### config.mk
export PLATFORM = sky130hd
export DESIGN_NAME = wb_load_unit_flat
export DESIGN_NICKNAME = d
export VERILOG_FILES = /design/src/rtl/wb_load_unit_pkg.sv /design/src/rtl/wb_load_unit_if.sv /design/src/rtl/wb_load_unit_load_formatter.sv /design/src/rtl/wb_load_unit.sv /design/src/flat_wrapper.sv
export SDC_FILE = /design/constraint.sdc
export NUM_CORES = 1
export LEC_CHECK = 0
export CORE_ASPECT_RATIO = 1.25
export CORE_MARGIN = 2
export CORE_UTILIZATION = 45
export DETAILED_ROUTE_END_ITERATION = 7
export HOLD_SLACK_MARGIN = 0.12
export PLACE_DENSITY = 0.88
export RECOVER_POWER = 50
export SYNTH_ARGS = -nofsm -noshare
export SYNTH_HDL_FRONTEND = slang
export SYNTH_HIERARCHICAL = 1
export SYNTH_SLANG_ARGS = --single-unit
### constraint.sdc
create_clock -name clk -period 1.98 [get_ports clk]
set_input_delay 0.297 -clock clk [delete_from_list [all_inputs] [get_ports clk]]
set_output_delay 0.297 -clock clk [all_outputs]
set_load 0.03 [all_outputs]
### src/rtl/wb_load_unit_pkg.sv
// rtl/wb_load_unit_pkg.sv - shared widths, load-type codes and FSM state encoding for the writeback unit
package wb_load_unit_pkg;

    localparam int DATA_WIDTH = 32;
    localparam int ADDR_WIDTH = 5;

    // Code 3'b111 is decoded as a plain word load.
    typedef enum logic [2:0] {
        LT_LB     = 3'b000,
        LT_LH     = 3'b001,
        LT_LWL    = 3'b010,
        LT_LW     = 3'b011,
        LT_LBU    = 3'b100,
        LT_LHU    = 3'b101,
        LT_LWR    = 3'b110,
        LT_LW_ALT = 3'b111
    } load_type_e;

    typedef enum logic [1:0] {
        ST_IDLE      = 2'd0,
        ST_WAIT_DATA = 2'd1,
        ST_WRITE     = 2'd2
    } state_e;

endpackage

### src/rtl/wb_load_unit_if.sv
// rtl/wb_load_unit_if.sv - execute, memory read-data and register-file signals of the writeback unit
interface wb_load_unit_if;
    import wb_load_unit_pkg::*;

    logic                  wb_valid;
    logic                  wb_ready;
    logic                  wb_is_load;
    logic [ADDR_WIDTH-1:0] wb_rd;
    logic [DATA_WIDTH-1:0] wb_result;
    logic [2:0]            wb_load_type;
    logic [DATA_WIDTH-1:0] wb_rt_old;
    logic [DATA_WIDTH-1:0] Read_data;
    logic                  Read_data_Valid;
    logic                  Read_data_Ready;
    logic                  rf_wen;
    logic [ADDR_WIDTH-1:0] rf_waddr;
    logic [DATA_WIDTH-1:0] rf_wdata;
    logic                  pend_valid;
    logic [ADDR_WIDTH-1:0] pend_rd;

    modport master (
        output wb_valid, wb_is_load, wb_rd, wb_result, wb_load_type, wb_rt_old,
        output Read_data, Read_data_Valid,
        input  wb_ready, Read_data_Ready, rf_wen, rf_waddr, rf_wdata, pend_valid, pend_rd
    );

    modport slave (
        input  wb_valid, wb_is_load, wb_rd, wb_result, wb_load_type, wb_rt_old,
        input  Read_data, Read_data_Valid,
        output wb_ready, Read_data_Ready, rf_wen, rf_waddr, rf_wdata, pend_valid, pend_rd
    );

endinterface

### src/rtl/wb_load_unit_load_formatter.sv
// rtl/wb_load_unit_load_formatter.sv - combinational byte/halfword extraction and LWL/LWR merge
module load_formatter
    import wb_load_unit_pkg::*;
(
    input  logic [DATA_WIDTH-1:0] mem,
    input  logic [1:0]            off,
    input  load_type_e            load_type,
    input  logic [DATA_WIDTH-1:0] rt_old,
    output logic [DATA_WIDTH-1:0] wdata
);

    logic [7:0]            byte_sel;
    logic [15:0]           half_sel;
    logic [DATA_WIDTH-1:0] lwl_val;
    logic [DATA_WIDTH-1:0] lwr_val;

    always_comb begin
        byte_sel = mem[{off, 3'b000} +: 8];
        half_sel = off[1] ? mem[31:16] : mem[15:0];

        // LWL fills from the top with the low bytes of mem; LWR fills from the bottom with the high bytes.
        case (off)
            2'd0:    lwl_val = {mem[7:0],  rt_old[23:0]};
            2'd1:    lwl_val = {mem[15:0], rt_old[15:0]};
            2'd2:    lwl_val = {mem[23:0], rt_old[7:0]};
            default: lwl_val = mem;
        endcase

        case (off)
            2'd0:    lwr_val = mem;
            2'd1:    lwr_val = {rt_old[31:24], mem[31:8]};
            2'd2:    lwr_val = {rt_old[31:16], mem[31:16]};
            default: lwr_val = {rt_old[31:8],  mem[31:24]};
        endcase

        case (load_type)
            LT_LB:   wdata = {{24{byte_sel[7]}}, byte_sel};
            LT_LBU:  wdata = {24'h0, byte_sel};
            LT_LH:   wdata = {{16{half_sel[15]}}, half_sel};
            LT_LHU:  wdata = {16'h0, half_sel};
            LT_LWL:  wdata = lwl_val;
            LT_LWR:  wdata = lwr_val;
            default: wdata = mem;
        endcase
    end

endmodule

### src/rtl/wb_load_unit.sv
// rtl/wb_load_unit.sv - writeback stage: accepts ALU results or loads and pulses the register-file write port
module wb_load_unit
    import wb_load_unit_pkg::*;
(
    input  logic         clk,
    input  logic         rst,
    wb_load_unit_if.slave bus
);

    state_e                state;
    state_e                state_next;
    logic [ADDR_WIDTH-1:0] rd_q;
    load_type_e            type_q;
    logic [1:0]            off_q;
    logic [DATA_WIDTH-1:0] rt_q;
    logic [ADDR_WIDTH-1:0] waddr_q;
    logic [DATA_WIDTH-1:0] wdata_q;
    logic [DATA_WIDTH-1:0] fmt_data;
    logic                  accept;
    logic                  data_take;

    load_formatter u_fmt (
        .mem       (bus.Read_data),
        .off       (off_q),
        .load_type (type_q),
        .rt_old    (rt_q),
        .wdata     (fmt_data)
    );

    always_comb begin
        accept     = bus.wb_valid && (state == ST_IDLE);
        data_take  = bus.Read_data_Valid && (state == ST_WAIT_DATA);
        state_next = state;
        case (state)
            ST_IDLE: begin
                if (accept) begin
                    state_next = bus.wb_is_load ? ST_WAIT_DATA : ST_WRITE;
                end
            end
            ST_WAIT_DATA: begin
                if (data_take) begin
                    state_next = ST_WRITE;
                end
            end
            default: state_next = ST_IDLE;
        endcase
    end

    always_ff @(posedge clk) begin
        if (rst) begin
            state   <= ST_IDLE;
            rd_q    <= '0;
            type_q  <= LT_LB;
            off_q   <= '0;
            rt_q    <= '0;
            waddr_q <= '0;
            wdata_q <= '0;
        end else begin
            state <= state_next;
            if (accept) begin
                rd_q   <= bus.wb_rd;
                type_q <= load_type_e'(bus.wb_load_type);
                off_q  <= bus.wb_result[1:0];
                rt_q   <= bus.wb_rt_old;
            end
            // Write port registers only move on entry to WRITE so they hold between pulses.
            if (accept && !bus.wb_is_load) begin
                waddr_q <= bus.wb_rd;
                wdata_q <= bus.wb_result;
            end
            if (data_take) begin
                waddr_q <= rd_q;
                wdata_q <= fmt_data;
            end
        end
    end

    assign bus.wb_ready        = (state == ST_IDLE);
    assign bus.Read_data_Ready = (state == ST_WAIT_DATA);
    assign bus.rf_wen          = (state == ST_WRITE) && (rd_q != '0);
    assign bus.rf_waddr        = waddr_q;
    assign bus.rf_wdata        = wdata_q;
    assign bus.pend_valid      = (state != ST_IDLE) && (rd_q != '0);
    assign bus.pend_rd         = rd_q;

endmodule

### src/flat_wrapper.sv
// flat-port wrapper written by rule: the top's interface ports become plain ports
module wb_load_unit_flat import wb_load_unit_pkg::*;
  (clk, rst, bus_wb_valid, bus_wb_is_load, bus_wb_rd, bus_wb_result, bus_wb_load_type, bus_wb_rt_old, bus_Read_data, bus_Read_data_Valid, bus_wb_ready, bus_Read_data_Ready, bus_rf_wen, bus_rf_waddr, bus_rf_wdata, bus_pend_valid, bus_pend_rd);
  wb_load_unit_if bus_i ();
  input  logic clk;
  input  logic rst;
  input wire logic [$bits(bus_i.wb_valid)-1:0] bus_wb_valid;
  input wire logic [$bits(bus_i.wb_is_load)-1:0] bus_wb_is_load;
  input wire logic [$bits(bus_i.wb_rd)-1:0] bus_wb_rd;
  input wire logic [$bits(bus_i.wb_result)-1:0] bus_wb_result;
  input wire logic [$bits(bus_i.wb_load_type)-1:0] bus_wb_load_type;
  input wire logic [$bits(bus_i.wb_rt_old)-1:0] bus_wb_rt_old;
  input wire logic [$bits(bus_i.Read_data)-1:0] bus_Read_data;
  input wire logic [$bits(bus_i.Read_data_Valid)-1:0] bus_Read_data_Valid;
  output wire logic [$bits(bus_i.wb_ready)-1:0] bus_wb_ready;
  output wire logic [$bits(bus_i.Read_data_Ready)-1:0] bus_Read_data_Ready;
  output wire logic [$bits(bus_i.rf_wen)-1:0] bus_rf_wen;
  output wire logic [$bits(bus_i.rf_waddr)-1:0] bus_rf_waddr;
  output wire logic [$bits(bus_i.rf_wdata)-1:0] bus_rf_wdata;
  output wire logic [$bits(bus_i.pend_valid)-1:0] bus_pend_valid;
  output wire logic [$bits(bus_i.pend_rd)-1:0] bus_pend_rd;
  assign bus_i.wb_valid = bus_wb_valid;
  assign bus_i.wb_is_load = bus_wb_is_load;
  assign bus_i.wb_rd = bus_wb_rd;
  assign bus_i.wb_result = bus_wb_result;
  assign bus_i.wb_load_type = bus_wb_load_type;
  assign bus_i.wb_rt_old = bus_wb_rt_old;
  assign bus_i.Read_data = bus_Read_data;
  assign bus_i.Read_data_Valid = bus_Read_data_Valid;
  assign bus_wb_ready = bus_i.wb_ready;
  assign bus_Read_data_Ready = bus_i.Read_data_Ready;
  assign bus_rf_wen = bus_i.rf_wen;
  assign bus_rf_waddr = bus_i.rf_waddr;
  assign bus_rf_wdata = bus_i.rf_wdata;
  assign bus_pend_valid = bus_i.pend_valid;
  assign bus_pend_rd = bus_i.pend_rd;
  wb_load_unit u_core (.clk(clk), .rst(rst), .bus(bus_i));
endmodule
# ---- Word-level counts from Yosys, hierarchy flattened
# Cells that the tools add are included.
dict set report totals {
  input_bits 109
  ff_bits 81
  word_cells 44
}
dict set report op_classes {
  n_eq_ne 11
  mux 12
  n_reduce_logical 13
  shift 1
}
# cell count
set ops {}
lappend ops {{$pmux W32 S3} 2}
lappend ops {{$pmux W32 S6} 1}
lappend ops {{$mux W32} 2}
lappend ops {{$shiftx A32 B6 Y8} 1}
lappend ops {{$mux W16} 1}
lappend ops {{$mux W5} 2}
lappend ops {{$eq A3 B3 Y1 const B} 3}
lappend ops {{$mux W2} 3}
lappend ops {{$logic_and A1 B1 Y1} 5}
lappend ops {{$reduce_bool A5 Y1} 1}
lappend ops {{$eq A2 B1 Y1 const B} 2}
lappend ops {{$eq A2 B2 Y1 const B} 2}
lappend ops {{$logic_not A2 Y1} 2}
lappend ops {{$ne A2 B1 Y1 const B} 2}
lappend ops {{$pmux W2 S2} 1}
lappend ops {{$reduce_bool A2 Y1} 2}
lappend ops {{$eq A3 B1 Y1 const B} 1}
lappend ops {{$eq A3 B2 Y1 const B} 1}
lappend ops {{$logic_not A3 Y1} 1}
lappend ops {{$reduce_and A2 Y1} 1}
lappend ops {{$logic_not A1 Y1} 1}

# ---- Logic depth before layout (Yosys ltp)
# Gate-level depths: netlist of the first run.
dict set report logic_depth {
  ltp_word 5
  ltp_mapped 10
  ltp_nobuf 6
}

# ---- By module
# Netlist of the first run, hierarchy kept.
# mod area_per_inst_um2 n_inst cells_per_inst seq_area_each_um2
set by_module_without_submodules {}
lappend by_module_without_submodules {wb_load_unit 3220.6 1 409 1621.6}
lappend by_module_without_submodules {load_formatter 2162.1 1 280 0.0}

# ---- Least setup slack after synthesis of the first run
# No wires, ideal clock.
dict set report synth_path {
  path_type {register to register}
  startpoint {register u_core.off_q[0]}
  endpoint {register u_core.wdata_q[31], in the netlist u_core/bus.rf_wdata[31]}
  t_arrival_ns 1.644
  path_stages_with_launch 8
  synth_period_minus_slack_ns 1.777
  path_slack_ns 0.203
  n_path_buf 1
  path_cell_list {dfxtp_1 -> buf_4 -> nor2_2 -> mux2_2 -> a32o_1 -> o22a_1 -> nand2_1 -> a311oi_1}
}
dict set report synth_between {
  elab_chain_len 4
  word_cells_on_any_way 8
  cone_classes {2 x eq/ne; 1 x shift; 4 x mux; 1 x reduce/logical}
}
# item line
set synth_lines {}
lappend synth_lines {{from (decl)} wb_load_unit.sv:14} ;# logic [1:0] off_q;
lappend synth_lines {{from (signal assigned)} wb_load_unit.sv:63} ;# off_q <= bus.wb_result[1:0];
lappend synth_lines {{branches (longest 2 deep; another with $shiftx A32 B6 Y8)} --}
lappend synth_lines {{$pmux W32 S6 (*)} wb_load_unit_load_formatter.sv:36} ;# case (load_type)
lappend synth_lines {{via u_core.fmt_data[31]} wb_load_unit.sv:18} ;# logic [DATA_WIDTH-1:0] fmt_data;
lappend synth_lines {{$mux W32 (*)} wb_load_unit.sv:71} ;# if (data_take) begin
lappend synth_lines {{to (signal assigned)} wb_load_unit.sv:69} ;# wdata_q <= bus.wb_result;
lappend synth_lines {{to (signal assigned)} wb_load_unit.sv:73} ;# wdata_q <= fmt_data;
lappend synth_lines {{to (decl)} wb_load_unit.sv:17} ;# logic [DATA_WIDTH-1:0] wdata_q;
# Mark *: on every way through the listed nets, which the timed path passes.
# A chain may end at the register's enable or synchronous reset.

# ---- Worst setup path after layout of the first run
dict set report layout_path {
  startpoint {register u_core.off_q[1]}
  endpoint {register u_core.wdata_q[0], in the netlist u_core/bus.rf_wdata[0]}
}
# The elaborated chain is that of the path after synthesis.

==> results of run 1 <==
kinds of logic after synthesis:
family / after synthesis / synth area share
AOI/OAI and AO/OA: 179 / 0.242
buffers and inverters: 72 / 0.0702
DFF: 81 / 0.301
muxes: 81 / 0.162
and+or+nand+nor: 276 / 0.224
worst paths after layout:
| path | endpoint | slack [ps] | cells after the start |
|---|---|---|---|
| min reg2reg | u_core/rt_q[29] | 460 | 2 |
| max | u_core/bus.rf_wdata[0] | 20 | 8 |
| max reg2reg | u_core/bus.rf_wdata[0] | 20 | 8 |
| min | u_core/state[0] | 460 | 3 |
repair_timing:
action,4_1_cts,5_1_grt
gates cloned,0,1
gates resized for setup,15,16
endpoints found under the setup margin,4,20
buffers inserted,0,0
pin swaps,1,1
stage by stage:
stage | instances | worst slack, ps | setup TNS (ps) | instance area (sq um) | power [uW]
after floorplan | 689 | 203 | 0 | 5380 | 2850
after global placement | 1035 | -227 | -3190 | 7680 | 3660
after detailed placement | 1035 | -318 | -4370 | 7680 | 3690
after CTS | 1051 | 2.62 | 0 | 7960 | 5260
after global routing | 1052 | -7.97 | -10.5 | 8010 | 5500
final | 1052 | 24.0 | 0 | 8010 | 5290
power by group through the flow:
stage / Sequential [uW] / Combinational, uW / Clock, uW
final: 1860 / 1840 / 1590
after global routing: 1880 / 1960 / 1670
after CTS: 1860 / 1810 / 1600
after detailed placement: 1890 / 1800 / 0
after global placement: 1890 / 1770 / 0
after floorplan: 2010 / 836 / 0
final cells by class:
cell class,count,area share
clock buffers,9,0.0281
clock inverters,7,0.00671
well taps,161,0.0251
inverters,2,0.000937
repair buffers,256,0.304
multi-input cells,536,0.432
flip-flops and latches,81,0.203
layout by cell type, fill, tap and decap left out, types with 6 or more instances in the layout:
| master | count |
|---|---|
| o221a_2 | 6 |
| nor2b_1 | 6 |
| nor2_1 | 27 |
| clkbuf_16 | 10 |
| buf_12 | 11 |
| buf_4 | 87 |
| dfxtp_1 | 78 |
| o22ai_1 | 7 |
| o22a_1 | 16 |
| mux2i_1 | 49 |
| o21ai_0 | 22 |
| o2bb2ai_1 | 9 |
| nand2_1 | 178 |
| a21o_1 | 7 |
| a31oi_1 | 7 |
| nor3_1 | 40 |
| a211oi_1 | 8 |
| mux2_2 | 23 |
| a311oi_1 | 37 |
| clkdlybuf4s50_1 | 137 |
| a21oi_1 | 44 |
| dlygate4sd3_1 | 12 |
| o211ai_1 | 7 |
critical path, cell delays in order, from the launching register on:
cell      delay [ps]
dfxtp_4          420
buf_12           190
mux2_2           390
o21ai_0          210
o221a_2          260
nor3_4            60
buf_4            140
nand2_1           60
a311oi_2          90
metal layers:
metal  global-route usage  up-vias
met5                    0        -
met4                0.176        0
met3               0.0400       80
met2                0.492      329
met1                0.366     2856
li1                     -     2899
state kept, by name, indices dropped and copies added, names as in the netlist:
register             flops
u_core/off_q             2
u_core/rt_q             32
u_core/bus.rf_waddr      5
u_core/bus.rf_wdata     32
u_core/type_q            3
u_core/state             2
u_core/bus.pend_rd       5
==> run_results.csv, run 1 <==
group,metric,value,unit
placed_design,dpl.hpwl,14200,um
clocking,clock_latency,340,ps
route,avgRoutedWirePerCell,18.8,um
finish,nets,995,
route,met2_length,9550,um
clocking,clockBufferDepth,2,
sta,finalMaxSlewViolations,0,
route,vias_per_cell,5.86,
clocking,cts_buffers,9,
sta,finClkSkew,10.8,ps
floorplan,dieArea,12900,sq um
finish,drive_above_1_share,0.196,
grt,grt_pass1_vias,5986,
power_and_ir_drop,p_per_area,660,nW/um^2
synthesis,yosysTopAreaCell,"dfxtp_1",
grt,grt_max_degree,82,
synthesis,synth_area,5380,sq um
route,routed.top_layer,"met4",
floorplan,start_util,0.461,
floorplan,die-width,102,um
route,m1WireLength,7480,um
synthesis,synth_flop_cell,"dfxtp_1",
clocking,h-tree-depth,3,
hold_path,hp-start,"rst",
sta,tightest_slew,512,ps
power_and_ir_drop,p_sw,1760,uW
route,wl_met3,1470,um
synthesis,synth_warnings,6,
synthesis,ys_seq_area_frac,0.301,
synthesis,synth.area.top_cells,"dfxtp_1 30%, nand2_1 12%, mux2i_1 10%",
synthesis,syn_area_per_cell,7.81,sq um
finish,fin_util,0.687,
grt,grt_usage,0.298,
finish,area_growth,48.9,%
clocking,tritoncts,"built",
synthesis,synth_seq_cells,81,
finish,insertedDiodeCount,0,
synthesis,syn-num-nets,798,
power_and_ir_drop,internal_power,3540,uW
worst_setup_path,crit_path_max_fanout,22,
synthesis,synth_common_cells,"178 x nand2_1, 81 x dfxtp_1, 54 x mux2i_1",
route,via_count,6164,
synthesis,synth_edf_count,0,
finish,nFillCells,951,
power_and_ir_drop,p_leak,0.00312,uW
synthesis,synth_top_area_share,0.301,
power_and_ir_drop,clkPwrFrac,0.300,
route,drcViolationCount,0,
sta,post-route-period-util,0.988,
placed_design,gp_congestion,1.06,
synthesis,syn_inst,689,
sta,fmax,0.511,GHz
sta,rsz0062_at_grt,"yes",
sta,slew_headroom,0.659,
grt,antenna_found_initial,0,
worst_setup_path,crit_start,"u_core/off_q[1]",
worst_setup_path,critPathArrivalTime,2160,ps
finish,seqCellArea,1630,sq um
synthesis,ys_types,48,
finish,multi_input_area,3460,sq um
route,first_pass_iters,5,
floorplan,core-area,11700,sq um
route,drtAntennaViolNets,0,
synthesis,async_flop_share,0,
flow_run,drv_cap,0,
sta,setup_violations,0,
clocking,hold_buffers,0,
grt,globalRouteOverflowTotal,0,
clocking,ctsRootBufferMaster,"clkbuf_16",
hold_path,hp-class,"in2reg",
route,drtIter0Drc,543,
sta,min_period,1960,ps
grt,grt_pass1_wl,30300,um
power_and_ir_drop,p_sw_frac,0.332,
sta,hold_viol,0,
floorplan,row_count,44,
power_and_ir_drop,combPwrFrac,0.348,
worst_setup_path,r2r_start,"u_core/off_q[1]",
power_and_ir_drop,power.share.sequential,0.351,
floorplan,ios,155,
floorplan,die_y,126,um
outcome,status,"complete, no violations",
worst_setup_path,end_kind,"flip-flop",
worst_setup_path,critPathRequiredTime,2190,ps
worst_setup_path,cp-start-kind,"flip-flop",
synthesis,yosysMostFrequentCell,"nand2_1",
route,routed_wl,19800,um
clocking,path_clk_slew,60,ps
power_and_ir_drop,ir_worst_vdd,0.000372,V
placed_design,io_buffer_count,154,
worst_setup_path,critical_path_class,"reg2reg",
clocking,numClockSinks,81,
sta,hold_slack,459,ps
(Power assumes the default switching activity.)
==> inputs of run 2 (changes only) <==
Settings changed: CORE_ASPECT_RATIO 1.25 to 1.5, CORE_MARGIN 2 to default.
==> run 2 against run 1 <==
Power increased by 3.1%; critical endpoint unchanged; final area grew 0.41%; clock-buffer cell count up 1; the flow now finishes with violations (negative setup slack); sequential power is essentially flat.
==> run_results.csv, run 2 (same netlist as run 1, synthesis figures left out) <==
group,metric,value,unit
grt,grtUsageMet2,0.521,
grt,grt_most_used_layer,"met2",
sta,setup_violations,2,
route,drtAntennaViolNets,0,
route,avgRoutedWirePerCell,19.2,um
outcome,violations,"negative setup slack",
hold_path,hold_depth,2,
worst_setup_path,cp_slowest_cell,"nor4bb_1",
sta,finClkSkew,8.98,ps
placed_design,io_buffer_count,154,
power_and_ir_drop,p_per_area,678,nW/um^2
floorplan,core-area,11600,sq um
grt,use_met1,0.351,
finish,area_growth,49.5,%
clocking,ctsRootBufferMaster,"clkbuf_16",
placed_design,dpl.hpwl,13900,um
route,first_pass_iters,6,
flow_run,drv_cap,0,
floorplan,die-width,91.3,um
worst_setup_path,r2r_slack,-9,ps
outcome,status,"finished with violations",
clocking,h-tree-depth,3,
grt,grt_pass1_vias,6024,
sta,fmax,0.503,GHz
worst_setup_path,rr_worst_depth,8,
clocking,path_clk_slew,60,ps
power_and_ir_drop,p_leak,0.00313,uW
placed_design,post-place-ws,-251,ps
finish,stdcell_count,1038,
placed_design,gp_congestion,0.942,
sta,tightest_slew,526,ps
finish,nFillCells,877,
sta,slew_headroom,0.650,
route,via_count,6317,
worst_setup_path,worst_r2r_endpoint,"u_core/bus.rf_wdata[0]",
clocking,tritoncts,"built",
worst_setup_path,crit_path_max_fanout,8,
placed_design,dp.cells,1019,
worst_setup_path,critPathRequiredTime,2190,ps
power_and_ir_drop,finalPower,5450,uW
sta,rsz0062_at_grt,"yes",
grt,grt_max_degree,75,
route,drcViolationCount,0,
finish,drive_above_1_share,0.198,
floorplan,die_y,136,um
worst_setup_path,slowest_delay,430,ps
floorplan,row_count,48,
hold_path,min_to,"u_core/rt_q[17]",
route,vias_per_cell,6.09,
finish,insertedDiodeCount,0,
grt,antenna_found_initial,0,
finish,layout_common_cells,"177 x nand2_1, 149 x clkdlybuf4s50_1, 83 x buf_4",
clocking,hold_buffers,0,
route,routed_wl,19900,um
sta,fin_ws,-8.98,ps
floorplan,ios,155,
worst_setup_path,critical_path_class,"reg2reg",
power_and_ir_drop,ir_worst_vdd,0.000411,V
worst_setup_path,critPathArrivalTime,2200,ps
grt,grt_pass1_wl,30400,um
clocking,numClockSinks,81,
hold_path,hp-class,"in2reg",
worst_setup_path,cp-start-kind,"flip-flop",
clocking,cts_buffers,9,
clocking,clock_latency,350,ps
worst_setup_path,crit_chain,"buf_4 -> nand2_4 -> mux2i_1 -> nor4bb_1 -> nor3_2 -> buf_4 -> nand2_1 -> a311oi_1",
worst_setup_path,cpMostUsedCell,"buf_4",
worst_setup_path,r2r_start,"u_core/off_q[1]",
finish,final_common_cell,"nand2_1",
clocking,clockBufferDepth,2,
grt,globalRouteOverflowTotal,0,
floorplan,dieArea,12400,sq um
grt,met3_usage,0.0498,
sta,finalMaxSlewViolations,0,
sta,hold_viol,0,
hold_path,hp-start,"rst",
sta,min_period,1990,ps
grt,grt_usage,0.314,
route,drtIter0Drc,610,
sta,post-route-period-util,1.00,
floorplan,start_util,0.464,
finish,nets,992,
worst_setup_path,end_kind,"flip-flop",
run 2: cell count changes in the layout (fill, tap and decap cells not counted), sizes merged:
| cell | change |
|---|---|
| clkinvlp | -2 |
| bufinv | +1 |
| buf | -1 |
| dlygate4sd2 | +1 |
| dlygate4sd3 | -11 |
| clkbuf | -3 |
| clkdlybuf4s50 | +12 |
run 2: worst max path at each step:
stage                                from                 endpoint  slack [ps]  depth (start not counted)
floorplan                 u_core/off_q[0]  u_core/bus.rf_wdata[31]         200                          7
global placement        bus_Read_data[15]  u_core/bus.rf_wdata[15]        -170                          8
detailed placement      bus_Read_data[31]  u_core/bus.rf_wdata[26]        -250                          8
CTS                 u_core/bus.pend_rd[0]               bus_rf_wen         -20                          4
global route              u_core/off_q[1]   u_core/bus.rf_wdata[0]        -120                          8
finish                    u_core/off_q[1]   u_core/bus.rf_wdata[0]          -9                          8
run 2: power breakdown:
part | leakage (uW) | switching [uW] | internal [uW]
logic | 0.00231 | 961 | 947
clock network | 0.000143 | 695 | 981
registers | 0.000669 | 110 | 1760
total | 0.00313 | 1770 | 3690
run 2: layout make-up:
class                      count  area [sq um]  share of cell area
multi-input combinational    536          3480               0.433
timing repair buffer         253          2440               0.304
sequential                    81          1630               0.203
clock buffer                  10           229              0.0285
tap                          150           188              0.0233
clock inverter                 6          65.1             0.00809
inverter                       2          7.51            0.000933
run 2: what timing repair did:
item	CTS	global route
setup endpoints to repair	7	25
buffers inserted	0	3
pin swaps	0	3
gates resized for setup	15	25
gates cloned	0	0
hold endpoints to repair	0	0
run 2: through the flow:
| stage | setup TNS (ps) | cell area, sq um | hold slack (ps) | util |
|---|---|---|---|---|
| 5_1_grt | -253 | 8050 | 443 | 0.694 |
| 3_3_place_gp | -2760 | 7630 | 444 | 0.658 |
| 2_1_floorplan | 0 | 5380 | 432 | - |
| 3_5_place_dp | -4260 | 7630 | 456 | 0.658 |
| 4_1_cts | -22.6 | 7950 | 423 | 0.686 |
| 6_report | -9.14 | 8050 | 436 | 0.694 |
run 2: critical path, delay by kind of cell, from the launching register on:
family / cells / cell delay, ps
and+or+nand+nor: 4 / 730
buffers and inverters: 2 / 300
muxes: 1 / 340
DFF: 1 / 390
AOI/OAI and AO/OA: 1 / 90
run 2: per-layer routing:
metal	vias up	part of all wire	routed length, um
met5	-	0	0
met3	134	0.071	1410
met2	395	0.48	9510
met1	2902	0.36	7260
li1	2886	-	-
met4	0	0.088	1760
